===== src/rtl/clk_reset_sequencer.sv =====
// PLL bring-up and per-domain reset sequencer: pulses the PLL reset, waits for settled lock,
// then releases mem, game and pixel resets in order; retries on lock timeout, faults after MAX_RETRY.
module clk_reset_sequencer #(
    parameter int unsigned PLL_RST_CYCLES = 16,
    parameter int unsigned LOCK_TIMEOUT   = 500000,
    parameter int unsigned STAGE_DELAY    = 256,
    parameter int unsigned MAX_RETRY      = 3
) (
    input  logic       clk_50mhz,
    input  logic       reset,
    input  logic       pixel_locked,
    input  logic       game_locked,
    input  logic       mem_locked,
    input  logic       soft_restart,
    output logic       pll_rst,
    output logic       mem_rst_n,
    output logic       game_rst_n,
    output logic       pixel_rst_n,
    output logic       sys_ready,
    output logic       fault,
    output logic [2:0] retry_count,
    output logic [2:0] seq_state
);

    localparam int unsigned TW = 20;
    localparam int unsigned RW = 3;

    typedef enum logic [2:0] {
        ST_PLL_RST   = 3'd0,
        ST_WAIT_LOCK = 3'd1,
        ST_REL_MEM   = 3'd2,
        ST_REL_GAME  = 3'd3,
        ST_RUN       = 3'd4,
        ST_FAULT     = 3'd5
    } state_e;

    state_e          state_q, state_d;
    logic [TW-1:0]   timer_q, timer_d;
    logic [TW-1:0]   settle_q, settle_d;
    logic [RW-1:0]   retry_q, retry_d;
    logic [2:0]      sync1_q, sync1_d;
    logic [2:0]      sync2_q, sync2_d;
    logic            pll_rst_q, pll_rst_d;
    logic            mem_rst_n_q, mem_rst_n_d;
    logic            game_rst_n_q, game_rst_n_d;
    logic            pixel_rst_n_q, pixel_rst_n_d;
    logic            sys_ready_q, sys_ready_d;
    logic            fault_q, fault_d;
    logic            lock_all;

    assign lock_all = &sync2_q;

    always_ff @(posedge clk_50mhz or negedge reset) begin
        if (!reset) begin
            state_q       <= ST_PLL_RST;
            timer_q       <= '0;
            settle_q      <= '0;
            retry_q       <= '0;
            sync1_q       <= '0;
            sync2_q       <= '0;
            pll_rst_q     <= 1'b1;
            mem_rst_n_q   <= 1'b0;
            game_rst_n_q  <= 1'b0;
            pixel_rst_n_q <= 1'b0;
            sys_ready_q   <= 1'b0;
            fault_q       <= 1'b0;
        end else begin
            state_q       <= state_d;
            timer_q       <= timer_d;
            settle_q      <= settle_d;
            retry_q       <= retry_d;
            sync1_q       <= sync1_d;
            sync2_q       <= sync2_d;
            pll_rst_q     <= pll_rst_d;
            mem_rst_n_q   <= mem_rst_n_d;
            game_rst_n_q  <= game_rst_n_d;
            pixel_rst_n_q <= pixel_rst_n_d;
            sys_ready_q   <= sys_ready_d;
            fault_q       <= fault_d;
        end
    end

    // Next state; soft_restart overrides lock loss, which overrides stage/timeout expiry.
    always_comb begin
        state_d  = state_q;
        timer_d  = timer_q;
        settle_d = '0;
        retry_d  = retry_q;
        sync1_d  = {pixel_locked, game_locked, mem_locked};
        sync2_d  = sync1_q;

        case (state_q)
            ST_PLL_RST: begin
                if (timer_q == TW'(PLL_RST_CYCLES - 1)) state_d = ST_WAIT_LOCK;
            end
            ST_WAIT_LOCK: begin
                settle_d = lock_all ? settle_q + TW'(1) : '0;
                if (lock_all && (settle_q == TW'(STAGE_DELAY - 1))) begin
                    state_d = ST_REL_MEM;
                end else if (timer_q == TW'(LOCK_TIMEOUT - 1)) begin
                    retry_d = retry_q + RW'(1);
                    state_d = (retry_d == RW'(MAX_RETRY)) ? ST_FAULT : ST_PLL_RST;
                end
            end
            ST_REL_MEM: begin
                if (!lock_all)                             state_d = ST_WAIT_LOCK;
                else if (timer_q == TW'(STAGE_DELAY - 1)) state_d = ST_REL_GAME;
            end
            ST_REL_GAME: begin
                if (!lock_all) begin
                    state_d = ST_WAIT_LOCK;
                end else if (timer_q == TW'(STAGE_DELAY - 1)) begin
                    state_d = ST_RUN;
                    retry_d = '0;
                end
            end
            ST_RUN: begin
                if (!lock_all) state_d = ST_WAIT_LOCK;
            end
            ST_FAULT: begin
                state_d = ST_FAULT;
            end
            default: state_d = ST_PLL_RST;
        endcase

        if (soft_restart) begin
            state_d = ST_PLL_RST;
            retry_d = '0;
        end

        if (state_d != ST_WAIT_LOCK || soft_restart) settle_d = '0;

        // Timer restarts on any transition (including restart-in-place) and idles in RUN/FAULT.
        if ((state_d != state_q) || soft_restart)          timer_d = '0;
        else if (state_q == ST_RUN || state_q == ST_FAULT) timer_d = timer_q;
        else                                               timer_d = timer_q + TW'(1);

        pll_rst_d     = (state_d == ST_PLL_RST);
        mem_rst_n_d   = (state_d == ST_REL_MEM) || (state_d == ST_REL_GAME) || (state_d == ST_RUN);
        game_rst_n_d  = (state_d == ST_REL_GAME) || (state_d == ST_RUN);
        pixel_rst_n_d = (state_d == ST_RUN);
        sys_ready_d   = (state_d == ST_RUN);
        fault_d       = (state_d == ST_FAULT);
    end

    assign pll_rst     = pll_rst_q;
    assign mem_rst_n   = mem_rst_n_q;
    assign game_rst_n  = game_rst_n_q;
    assign pixel_rst_n = pixel_rst_n_q;
    assign sys_ready   = sys_ready_q;
    assign fault       = fault_q;
    assign retry_count = retry_q;
    assign seq_state   = state_q;

endmodule

===== config.mk =====
export PLATFORM = sky130hd
export DESIGN_NAME = clk_reset_sequencer
export DESIGN_NICKNAME = d
export VERILOG_FILES = /design/src/rtl/clk_reset_sequencer.sv
export SDC_FILE = /design/constraint.sdc
export NUM_CORES = 1
export LEC_CHECK = 0
export ABC_AREA = 1
export BUFFER_PORTS_ARGS = -buffer_cell sky130_fd_sc_hd__buf_4
export CAP_MARGIN = 5
export CORE_UTILIZATION = 61
export CTS_CLUSTER_DIAMETER = 200
export CTS_CLUSTER_SIZE = 24
export DETAILED_ROUTE_END_ITERATION = 10
export PLACE_DENSITY = 0.83
export SYNTH_ARGS = -nofsm -noshare
export SYNTH_HDL_FRONTEND = slang
export SYNTH_SLANG_ARGS = --single-unit

===== constraint.sdc =====
create_clock -name clk_50mhz -period 2.5 [get_ports clk_50mhz]
set_input_delay 0.5 -clock clk_50mhz [delete_from_list [all_inputs] [get_ports clk_50mhz]]
set_output_delay 0.5 -clock clk_50mhz [all_outputs]
set_load 0.01 [all_outputs]

Word level (Yosys, flattened, before mapping). Cells that the tools add are included.

Bits of input ports: 6. Logic and storage cells: 69. Output and inout bits: 12. Bits in registers: 57.

Reductions and logical operators: 12. Add/subtract/negate cells: 3. Equal/unequal tests: 21. Mux-type cells: 22.

Operators by type and width (count): two-way mux 20 bit (5); two-way mux 3 bit (15); adder 20 x 1 -> 20 bit (second input constant) (2); == test 20 x 8 -> 1 bit (second input constant) (2); == test 20 x 19 -> 1 bit (second input constant) (1); == test 20 x 4 -> 1 bit (second input constant) (1); case mux 3 bit (6 select lines) (1); == test 3 x 2 -> 1 bit (second input constant) (5); == test 3 bit (second input constant) (4); != test 3 bit (second input constant) (4); logical NOT 3 bit (2); logical OR 1 bit (6); case mux 3 bit (2 select lines) (1); AND reduction 5 bit (1); adder 3 x 1 -> 3 bit (second input constant) (1); == test 3 x 1 -> 1 bit (second input constant) (1); != test 3 x 1 -> 1 bit (second input constant) (1); != test 3 bit (1); AND reduction 3 bit (1); nonzero test 3 bit (1); != test 2 bit (second input constant) (1); logical AND 1 bit (1).

Logic depth before layout (Yosys ltp). Gate-level depths: netlist of run 1.

Word-level depth: 10. Gate-level depth with buffers: 13. Gate-level depth less buffers: 12.

Least setup slack after synthesis of run 1. Ideal clock, no wire load.

Kind: register -> register. From: reg timer_q[0]. To: reg timer_q[1]. Required time: 2.420 ns. Arrival: 1.718 ns. Clock period less this slack: 1.798 ns. Path buffers: 1. Path slack: 0.702 ns. Cell stages (with the launch flop): 13. Setup time: 0.080 ns. Cells stage by stage: dfrtp_1 > ha_1 > nand3_4 > nor3_4 > nand4_2 > nand2_1 > nand2_2 > nand2_2 > nand2_2 > nand2_2 > nand3_2 > buf_6 > nor3_2.

Word-level cells in the longest chain between the ends: 8. Elaborated cells between the ends (all ways): 18. Those cells by class: 1 x add/sub; 5 x eq/ne; 11 x mux; 1 x reduce/logical.

RTL lines: start: declaration (RTL line 38) `logic [TW-1:0] timer_q, timer_d;`; start signal: assignment (RTL line 69) `timer_q <= timer_d;`; == test 20 x 8 -> 1 bit or == test 20 x 19 -> 1 bit (tied branches) (RTL line 107, 112, 100); two-way mux 3 bit (on tied branches) (RTL line 112, 100, 107); two-way mux 3 bit (on tied branches) (RTL line 110, 106, 98); case mux 3 bit (6 select lines) (RTL line 92) `case (state_q)`; two-way mux 3 bit (RTL line 126) `if (soft_restart) begin`; != test 3 bit (RTL line 134) `if ((state_d != state_q) || soft_restart) timer_d = '0;`; logical OR 1 bit (RTL line 134); != test 2 bit (no source line) or two-way mux 20 bit (tied branches).

Several ways; a longest one is shown, not always the timed one. The select of a mux whose other input is x is not followed. A chain may end at the register's enable or synchronous reset.

Worst setup path in the final report of run 1.
From: reg settle_q[0]. To: reg timer_q[3].

Word-level cells in the longest chain between the ends: 8. Elaborated cells between the ends (all ways): 9. Those cells by class: 3 x eq/ne; 4 x mux; 2 x reduce/logical.

RTL lines: start: declaration (RTL line 39) `logic [TW-1:0] settle_q, settle_d;`; start signal: assignment (RTL line 70) `settle_q <= settle_d;`; == test 20 x 8 -> 1 bit (*) (RTL line 98) `if (lock_all && (settle_q == TW'(STAGE_DELAY - 1))) begin`; logical AND 1 bit (*) (RTL line 98); two-way mux 3 bit (*) (RTL line 98); case mux 3 bit (6 select lines) (*) (RTL line 92); two-way mux 3 bit (*) (RTL line 126); != test 3 bit (*) (RTL line 134); logical OR 1 bit (*) (RTL line 134); != test 2 bit (no source line) or two-way mux 20 bit (tied branches).

Mark *: on every way between the ends. The rest lies on a longest branch, timed or not.

==> flow_summary.ini, run 1 <==
[synthesis]
syn_nets = 391
syn_area_per_cell_um2 = 8.44
netlist_area_mm2 = 0.00321
ys_ff_latch = 57
ys_seq_area_frac = 0.444
yosysUniqueCellTypes = 33
yosysWarnings = 0
syn_inst = 381

[detailed_routing]
route.detailed.drc = 0
num_vias = 2504
dr.pass1.iters = 4
totalWireLength_um = 6110
ant_nets = 0
wl_per_cell_um = 12.8
via_per_inst = 5.23
first_iter_violations = 112

[setup_path]
crit_type = reg2reg
critPathCapture = timer_q[3]
r2r_start = settle_q[0]
crit_start = settle_q[0]
crit_fanout = 20
cp.arrival_ps = 2390
r2r-end = timer_q[3]
worstPathRequired_ps = 2750
endpoint_kind = register
r2r_setup_slack_ps = 360
reg2reg_depth = 12
critPathLaunchType = register

[sta]
worst_pin_slew_ps = 691
hold_violations = 0
fin_skew_ps = 10.6
rsz0062_at_grt = false
drv_slew = 0
max_freq_ghz = 0.467
finalHoldWorstSlack_ps = 207
setup_tns_ps = 0
post-route-period-util = 0.857
fin_crit_ps = 2140
setup_viol = 0
relSlewSlack = 0.540

[layout]
area_growth_pct = 11.6
nNetsFinal = 414
n_antenna_cell = 0
instances_no_fill = 479
mostFrequentLayoutCells = nand2_1 (67), nor2_1 (66), dfrtp_1 (56)
final_common_cell = nand2_1
drive_above_1_share = 0.198

[pwr]
power_frac_comb = 0.030
switchingPower_mw = 0.421
p_leak_nw = 1.62
ir_worst_vdd_mv = 0.391
powerDensity_mw_per_mm2 = 497
netSwitchingFraction = 0.236
pwr-share-clk = 0.445
power_mw = 1.78
seqPwrFrac = 0.526
p_int_mw = 1.36

[grt]
grt_use_total = 0.246
grt_pass1_vias = 2364
grt_max_degree = 58
overflow = 0
grt_pass1_wl_um = 10100
antenna_found_initial = 0

[floorplanning]
pin_count = 18
die_y_um = 74.6
num_rows = 26
coreArea_mm2 = 0.00507
start_util = 0.633
die_area_mm2 = 0.00556
die_w_um = 74.6

[placed_design]
gp_routability_congestion = 0.957
port_buffers = 17
place_inst = 463
place_hpwl_um = 4310

[run]
maxCapViolCount = 0

[cts]
clockRootBuffer = clkbuf_8
post_cts_resized = 0
tritoncts = yes
cts-buffers-inserted = 9
ctsHoldBuffers = 0
clock-sinks = 57
cts_buffer_depth = 2
h-tree-depth = 3
cts.clk_slew.worst_paths_ps = 70
cts_setup_buffers = 0
clock_latency_ps = 340

[outcome]
status = completed

[min_path]
hold_path.class = in2async
-- stage by stage --
stage,util,setup WS [ps],instance area (um2)
finish,0.707,359,3590
global route,0.707,102,3590
CTS,0.707,323,3590
detailed placement,0.669,360,3400
global placement,0.669,450,3400
floorplan,-,702,3210
-- synth_stat cells, drive strengths merged --
| cell | number | area share |
|---|---|---|
| nor3 | 33 | 0.088 |
| nor4 | 3 | 0.011 |
| ha | 4 | 0.016 |
| xor2 | 17 | 0.046 |
| inv | 45 | 0.053 |
| o21ai | 9 | 0.014 |
| nor3b | 3 | 0.0086 |
| a31oi | 1 | 0.0019 |
| o21bai | 2 | 0.0047 |
| a21o | 1 | 0.0023 |
| o22ai | 3 | 0.0058 |
| dfstp | 1 | 0.0082 |
| nand2 | 76 | 0.096 |
| buf | 7 | 0.019 |
| nor2 | 71 | 0.088 |
| nand3 | 30 | 0.059 |
| a21oi | 2 | 0.0031 |
| dfrtp | 56 | 0.44 |
| xnor2 | 7 | 0.019 |
| nand4 | 10 | 0.021 |
-- power by group through the flow --
stage / Clock (mW) / Combinational, mW / Sequential (mW)
floorplan: 0 / 0.0268 / 0.953
global placement: 0 / 0.0531 / 0.953
detailed placement: 0 / 0.0545 / 0.954
CTS: 0.812 / 0.0549 / 0.937
global route: 0.859 / 0.0613 / 0.937
finish: 0.793 / 0.0528 / 0.937
-- worst min path at each step --
stage	start	end	slack [ps]	depth (start not counted)
CTS	reset	settle_q[9]	230	1
finish	reset	settle_q[9]	210	1
global route	pixel_locked	sync1_q[2]	250	1
detailed placement	sync1_q[1]	sync2_q[1]	340	0
global placement	sync1_q[0]	sync2_q[0]	330	0
floorplan	reset	fault	200	0
-- logic make-up after synthesis --
kind of cell             share of synthesized area
AND/OR/NAND/NOR                              0.371
buffers and inverters                       0.0716
XOR/XNOR                                    0.0654
adder cells (fa/ha/maj)                     0.0156
AO/OA/AOI/OAI                               0.0319
flip-flops                                   0.444
-- layer usage --
layer,up-vias,routed length (um),part of all wire,GRT usage
met4,0,107,0.018,0.103
met2,51,3160,0.52,0.430
li1,1264,-,-,-
met1,1175,2590,0.42,0.271
met5,-,0,0,0
met3,14,254,0.042,0.0840
-- layout make-up --
class / instances / area (um2)
flip-flops and latches: 57 / 1430
clock inverters: 5 / 40.0
fillers: 397 / 1490
multi-input cells: 272 / 1560
inverters: 45 / 169
repair buffers: 19 / 155
clock buffers: 11 / 151
well taps: 70 / 87.6
-- registers in the layout, summed over array words and instances (netlist names) --
signal       count
game_rst_n       1
sync2_q          3
sys_ready        1
seq_state        3
pll_rst          1
sync1_q          3
fault            1
retry_count      3
timer_q         20
settle_q        20
mem_rst_n        1
-- worst max-delay path, stage by stage (launching register included) --
cell and delay, ps:
dfrtp_1 380, ha_1 200, nand3_1 130, nor2_2 240
nand3_1 130, nand2_1 140, inv_1 50, nand3_1 80
nand2_2 90, nand2_1 80, nand3_2 70, buf_4 240
nor3_2 220
Power figures use the tool's default switching activity.
==> run 2, diff against run 1 <==
--- a/config.mk
+++ b/config.mk
@@ -8,11 +8,12 @@
 export ABC_AREA = 1
 export BUFFER_PORTS_ARGS = -buffer_cell sky130_fd_sc_hd__buf_4
 export CAP_MARGIN = 5
-export CORE_UTILIZATION = 61
+export CORE_MARGIN = 2
+export CORE_UTILIZATION = 55
 export CTS_CLUSTER_DIAMETER = 200
 export CTS_CLUSTER_SIZE = 24
 export DETAILED_ROUTE_END_ITERATION = 10
-export PLACE_DENSITY = 0.83
+export PLACE_DENSITY = 0.79
 export SYNTH_ARGS = -nofsm -noshare
 export SYNTH_HDL_FRONTEND = slang
 export SYNTH_SLANG_ARGS = --single-unit
==> constraint.sdc (replaced) <==
create_clock -name clk_50mhz -period 1.9 [get_ports clk_50mhz]
set_input_delay 0.38 -clock clk_50mhz [delete_from_list [all_inputs] [get_ports clk_50mhz]]
set_output_delay 0.38 -clock clk_50mhz [all_outputs]
set_load 0.01 [all_outputs]
==> flow_summary.ini, run 2 (synthesis results as in run 1) <==
[sta]
post-route-period-util = 1.10
max_freq_ghz = 0.480
worst_pin_slew_ps = 726
relSlewSlack = 0.516
setup_viol = 42
fin_crit_ps = 2080
drv_slew = 0
hold_violations = 0
setup_tns_ps = -4900
rsz0062_at_grt = true
fin_skew_ps = 6.74
setup_ws_ps = -182

[cts]
clockRootBuffer = clkbuf_8
clock-sinks = 57
cts_buffer_depth = 2
tritoncts = yes
h-tree-depth = 3
cts-buffers-inserted = 9
clock_latency_ps = 340
cts.clk_slew.worst_paths_ps = 70

[setup_path]
crit_start = timer_q[0]
critPathSlowestCell = dfrtp_1
max_stage_delay_ps = 370
crit_fanout = 10
cp.arrival_ps = 2340
worstPathRequired_ps = 2160
endpoint_kind = register
critPathLaunchType = register
critPathBufInv = 3
cp_top_family = simple AND/OR/NAND/NOR gates
r2r_start = timer_q[0]
path_cells = ha_2 > nand3_4 > buf_4 > nor2_1 > nand3_1 > nand2_1 > inv_1 > nand2_2 > o21bai_1 > nand2_1 > nand3_4 > buf_12 > nor3_2
crit_type = reg2reg

[floorplanning]
die_w_um = 80.4
coreArea_mm2 = 0.00557
num_rows = 27
die_area_mm2 = 0.00647
start_util = 0.577
pin_count = 18
die_y_um = 80.4

[grt]
antenna_found_initial = 0
grt_max_degree = 58
grt_pass1_vias = 2786
grt_use_total = 0.253
overflow = 0
grt_pass1_wl_um = 12400

[detailed_routing]
wl_per_cell_um = 14.8
via_per_inst = 5.33
totalWireLength_um = 7730
ant_nets = 0
dr.pass1.iters = 5
route.detailed.drc = 0
num_vias = 2791
first_iter_violations = 147

[placed_design]
place_hpwl_um = 4750
place_inst = 497
port_buffers = 17
gp_routability_congestion = 0.926

[layout]
mostFrequentLayoutCells = nand2_1 (62), dfrtp_1 (56), buf_4 (56)
area_growth_pct = 28.7
nFillCells = 359
instances_no_fill = 524
drive_above_1_share = 0.334
final_common_cell = nand2_1
n_antenna_cell = 0
top_regs = settle_q (20), timer_q (20)
nNetsFinal = 457

[pwr]
p_leak_nw = 1.91
powerDensity_mw_per_mm2 = 630
ir_worst_vdd_mv = 0.470
power_mw = 2.61

[min_path]
hold_path.class = in2async

[outcome]
status = finished, violations left
failed_checks = setup timing

[run]
maxCapViolCount = 0
[run 2: metrics by stage]
stage                     hold WS (ps)   util  worst slack, ps  cell area (um2)
final                             87.6  0.742             -182             4140
after global routing               130  0.742             -292             4140
after CTS                          111  0.711            -75.7             3960
after detailed placement           340  0.655             -103             3650
after global placement             332  0.655            -32.7             3650
after floorplan                   84.4      -              102             3210
[run 2: worst paths after layout]
kind                                  end  slack, ps  cells past startpoint
max                           timer_q[12]       -180                     13
max in group asynchronous  retry_count[0]       1320                      1
min reg2reg                    sync2_q[1]        350                      0
max reg2reg                   timer_q[12]       -180                     13
min                            timer_q[3]         90                      1
min in group clk_50mhz         sync1_q[1]        140                      1
[run 2: what timing repair did]
item                       in CTS  in global routing
pin swaps                       0                  7
resized for setup              13                 27
setup endpoints to repair      42                 46
hold buffers                    0                  0
buffers inserted                1                  9
gates cloned                    1                  0
[run 2: worst register-to-register path, delay by kind of cell, from the launching register on]
kind,cells,cell delay [ps]
AOI/OAI and AO/OA,1,120
adders and majority gates,1,220
buffers and inverters,3,420
DFF,1,370
and+or+nand+nor,8,870
[run 2: routing by layer]
metal | share of wire | track usage | vias up
li1 | - | - | 1365
met5 | 0 | 0 | -
met3 | 0.046 | 0.0618 | 18
met2 | 0.53 | 0.438 | 84
met1 | 0.40 | 0.297 | 1324
met4 | 0.024 | 0.108 | 0
[run 2: layout make-up]
| cell class | count | area [um2] | share of cell area |
|---|---|---|---|
| multi-input combinational | 272 | 1690 | 0.409 |
| sequential | 57 | 1430 | 0.345 |
| timing repair buffer | 62 | 531 | 0.128 |
| inverter | 45 | 169 | 0.0408 |
| clock buffer | 11 | 151 | 0.0366 |
| tap | 72 | 90.1 | 0.0218 |
| clock inverter | 5 | 77.6 | 0.0187 |
[run 2: where the power goes]
part | leakage [nW] | internal (mW) | switching [mW]
clock | 0.115 | 0.804 | 0.489
sequential | 0.777 | 1.23 | 0.00647
combinational | 1.02 | 0.0247 | 0.0554
